<file path="config.mk">
export PLATFORM = sky130hd
export DESIGN_NAME = sync_fifo
export DESIGN_NICKNAME = d
export VERILOG_FILES = /design/src/rtl/sync_fifo.sv
export SDC_FILE = /design/constraint.sdc
export NUM_CORES = 1
export LEC_CHECK = 0
export CORE_MARGIN = 2
export CORE_UTILIZATION = 57
export DETAILED_ROUTE_END_ITERATION = 10
export GPL_TIMING_DRIVEN = 0
export PLACE_DENSITY = 0.81
export SYNTH_ARGS = -nofsm -noshare
export SYNTH_HDL_FRONTEND = slang
export SYNTH_SLANG_ARGS = --single-unit
</file>
<file path="constraint.sdc">
create_clock -name clk -period 3.35 [get_ports clk]
set_input_delay 0.67 -clock clk [delete_from_list [all_inputs] [get_ports clk]]
set_output_delay 0.67 -clock clk [all_outputs]
set_load 0.1 [all_outputs]
</file>
<file path="src/rtl/sync_fifo.sv">
// sync_fifo: single-clock first-in first-out buffer of DEPTH words, each WIDTH bits wide.
// The read data output is registered.
//
// Ports:
//   clk   - clock; all state updates on its rising edge
//   rst   - synchronous active-high reset (clears pointers, count and fout; storage is not cleared)
//   data  - write data, captured when a write is accepted
//   wr    - write request, one word per cycle while high
//   rd    - read request, one word per cycle while high
//   fout  - read data, updated on the edge where a read is accepted and held otherwise
//   full  - occupancy == DEPTH
//   empty - occupancy == 0
module sync_fifo #(
  parameter int unsigned WIDTH = 3,
  parameter int unsigned DEPTH = 4
) (
  input  logic             clk,
  input  logic             rst,
  input  logic [WIDTH-1:0] data,
  input  logic             wr,
  input  logic             rd,
  output logic [WIDTH-1:0] fout,
  output logic             full,
  output logic             empty
);

  localparam int unsigned AW = $clog2(DEPTH);
  localparam logic [AW:0] FULL_CNT = (AW+1)'(DEPTH);

  logic [WIDTH-1:0] mem_q [DEPTH];
  logic [AW-1:0]    wptr_q, wptr_d;
  logic [AW-1:0]    rptr_q, rptr_d;
  logic [AW:0]      count_q, count_d;
  logic [WIDTH-1:0] fout_q, fout_d;
  logic             rd_acc, wr_acc;

  // full and empty are decoded only from the registered count, so there is no path from wr or rd.
  assign full  = (count_q == FULL_CNT);
  assign empty = (count_q == '0);
  assign fout  = fout_q;

  // When the FIFO is full, a write is still accepted if a read in the same cycle frees a slot.
  assign rd_acc = rd & ~empty;
  assign wr_acc = wr & (~full | rd_acc);

  always_comb begin
    wptr_d  = wptr_q;
    rptr_d  = rptr_q;
    count_d = count_q;
    fout_d  = fout_q;
    if (wr_acc) wptr_d = wptr_q + AW'(1);  // DEPTH is a power of two, so overflow is the wrap
    if (rd_acc) begin
      rptr_d = rptr_q + AW'(1);
      fout_d = mem_q[rptr_q];
    end
    if (wr_acc && !rd_acc)      count_d = count_q + (AW+1)'(1);
    else if (rd_acc && !wr_acc) count_d = count_q - (AW+1)'(1);
  end

  always_ff @(posedge clk) begin
    if (rst) begin
      wptr_q  <= '0;
      rptr_q  <= '0;
      count_q <= '0;
      fout_q  <= '0;
    end else begin
      wptr_q  <= wptr_d;
      rptr_q  <= rptr_d;
      count_q <= count_d;
      fout_q  <= fout_d;
    end
  end

  // Storage is never reset. A stale word cannot be read, because the count bounds every read.
  always_ff @(posedge clk) begin
    if (!rst && wr_acc) mem_q[wptr_q] <= data;
  end

endmodule

</file>
==> results.sh <==
export IMPL_start_util=0.5895
export IMPL_worst_ep_required_time_ns=2.68
export IMPL_crit_path_start="count_q[2]$_SDFFE_PP0P_"
export IMPL_layout_drive_gt1_share=0.1512
export IMPL_slew_headroom=0.3568
export IMPL_grt_pass1_vias=529
export IMPL_core_sq_um=1670
export IMPL_hold_class="register to register"
export IMPL_intPower_mw=0.6100
export IMPL_start_kind="register"
export IMPL_final_nets=100
export IMPL_dp_slack_ns=0.4807
export IMPL_grt_pass1_wl_um=2442
export IMPL_htreeDepth=1
export IMPL_grt_use_met1=0.2336
export IMPL_hold_slack_ns=0.5303
export IMPL_synth_edf_count=12
export IMPL_gp_congestion=0.7366
export IMPL_dr_total_vias=577
export IMPL_worstSetupPathType="register to primary output"
export IMPL_antenna_found_initial=0
export IMPL_sw_frac_of_total=0.4064
export IMPL_yosys_warnings=0
export IMPL_ys_ff_latch=22
export IMPL_viasPerCell=5.602
export IMPL_worstPathCellList="or3b_4 > inv_1 > clkdlybuf4s50_1"
export IMPL_p_sw_mw=0.4176
export IMPL_crit_arrival_ns=2.34
export IMPL_cap_violations=0
export IMPL_fin_skew_ns=0.001695
export IMPL_p_comb_frac=0.440
export IMPL_yosysUniqueCellTypes=22
export IMPL_slowest_delay_ns=1.12
export IMPL_place_inst=99
export IMPL_synthArstFlopShare=0
export IMPL_fin_crit_ns=3.011
export IMPL_clk_latency_ns=0.31
export IMPL_p_leak_nw=0.4497
export IMPL_fin_total_pwr_mw=1.028
export IMPL_cts_setup_buffers=0
export IMPL_clockBufferDepth=2
export IMPL_final_setup_tns_ns=0
export IMPL_syn_avg_cell_area_sq_um=13.87
export IMPL_fin_ws_ns=0.3393
export IMPL_reg2reg_from="count_q[0]$_SDFFE_PP0P_"
export IMPL_finalSetupViolations=0
export IMPL_slowest_stage="clkdlybuf4s50_1"
export IMPL_fin_cells=103
export IMPL_drc=0
export IMPL_cts_root_buf="clkbuf_4"
export IMPL_pwr_share_clk=0.197
export IMPL_pwr_share_seq=0.364
export IMPL_wire_per_inst_um=14.42
export IMPL_final_common_cell="edfxtp_1"
export IMPL_portBuffers=11
export IMPL_first_pass_iters=3
export IMPL_final_cell_mix="12 x edfxtp_1, 11 x clkdlybuf4s50_1, 10 x dfxtp_1"
export IMPL_hold_path_startpoint="fout[1]$_SDFFE_PP0N_"
export IMPL_worst_pin_slew_ns=0.9618
export IMPL_outcome="completed"
export IMPL_path_max_fanout=6
export IMPL_die_w_um=45.57
export IMPL_finalCritPeriodShare=0.8987
export IMPL_die_h_um=45.57
export IMPL_cts_tree="built"
export IMPL_ys_flop_type="edfxtp_1"
export IMPL_postRouteAntennaNets=0
export IMPL_seq_area_frac_synth=0.5693
export IMPL_die_area_sq_um=2076
export IMPL_cts_resized=0
export IMPL_grt_total_usage=0.1785
export IMPL_vdd_drop_max_v=0.0007412
export IMPL_areaGrowthSynthToFinish_pct=18.68
export IMPL_finalHoldViolations=0
export IMPL_row_count=15
export IMPL_cts_hold_buf=0
export IMPL_met2_usage=0.2648
export IMPL_synth_area_sq_um=984.7
export IMPL_clock_sinks=22
export IMPL_finalMaxSlewViolations=0
export IMPL_numCtsBuffers=3
export IMPL_cellPowerDensity_nw_per_um2=879.3
export IMPL_grt_ovfl_total=0
export IMPL_synthCells=71
export IMPL_hpwl_um=1130
export IMPL_n_antenna_cell=0
export IMPL_first_iter_violations=7
export IMPL_rsz0062_at_grt="false"
export IMPL_routed_wl_um=1485
export IMPL_ios=12
export IMPL_synth_net_count=84
export IMPL_end_kind="primary output"
export IMPL_grt_max_degree=14
export IMPL_grt_met3_usage=0.04762
export IMPL_grt_busiest_layer="met2"
export IMPL_clkTransAtPathRegs_ns=0.12
export IMPL_max_freq_mhz=332.1
==> registers in the layout (all words and copies together), names as in the netlist <==
| register | flops |
|---|---|
| count_q | 3 |
| mem_q | 12 |
| fout | 3 |
| wptr_q | 2 |
| rptr_q | 2 |
==> synth_stat cells (2+ instances only) <==
library cell	n	area, sq um
nor2_1	9	33.78
mux4_2	3	67.56
ha_1	5	62.56
inv_1	4	15.01
dfxtp_1	10	200.2
xor2_1	4	35.03
clkbuf_1	2	7.510
edfxtp_1	12	360.4
nand2b_1	2	12.51
nor3b_1	4	30.03
mux2i_1	5	50.05
==> stage by stage <==
step / instance area (sq um) / utilization
global placement: 1116 / 0.6682
floorplan: 984.7 / -
global route: 1169 / 0.6996
finish: 1169 / 0.6996
detailed placement: 1116 / 0.6682
CTS: 1169 / 0.6996
==> cell type report <==
class | count | area (sq um)
repair buffers | 11 | 110.1
multi-input cells | 42 | 397.9
well taps | 17 | 21.27
flip-flops and latches | 22 | 560.5
clock inverters | 1 | 30.03
inverters | 5 | 18.77
clock buffers | 3 | 22.52
fillers | 122 | 501.7
plain buffers | 2 | 7.507
==> power groups by stage <==
| stage | Clock [mW] | Sequential [mW] | Combinational, mW |
|---|---|---|---|
| after floorplan | 0 | 0.437 | 0.300 |
| after CTS | 0.206 | 0.375 | 0.457 |
| final | 0.202 | 0.374 | 0.452 |
| after detailed placement | 0 | 0.381 | 0.456 |
| after global placement | 0 | 0.378 | 0.448 |
| after global routing | 0.218 | 0.384 | 0.483 |
==> cells by family (layout without fill, tap and decap cells) <==
logic type	Yosys count	count (layout)	share of synthesized area
flops	22	22	0.5693
simple gates	18	18	0.1016
mux	9	9	0.1347
buf+inv	7	22	0.02668
fa+ha+maj	6	6	0.08386
compound gates	5	5	0.04828
xor+xnor	4	4	0.03557
==> path summary, 6_finish.rpt <==
path              slack, ns  cells after the start                       to
hold / removal         0.53                      2     fout[1]$_SDFFE_PP0N_
setup reg to reg       0.90                      7  count_q[2]$_SDFFE_PP0P_
setup / recovery       0.34                      3                     full
hold reg to reg        0.53                      2     fout[1]$_SDFFE_PP0N_
==> critical path, delay by kind of cell (launching register included) <==
family | cells | cell delay [ns]
buffers and inverters | 2 | 1.18
DFF | 1 | 0.43
and+or+nand+nor | 1 | 0.42
==> routing by layer <==
layer / routed length [um] / share of wire / vias up
met4: 17 / 0.011 / 0
met5: 0 / 0 / -
met1: 664 / 0.45 / 281
met3: 41 / 0.028 / 2
li1: - / - / 287
met2: 762 / 0.51 / 7
Note: power is estimated with default switching activity, not from simulation.
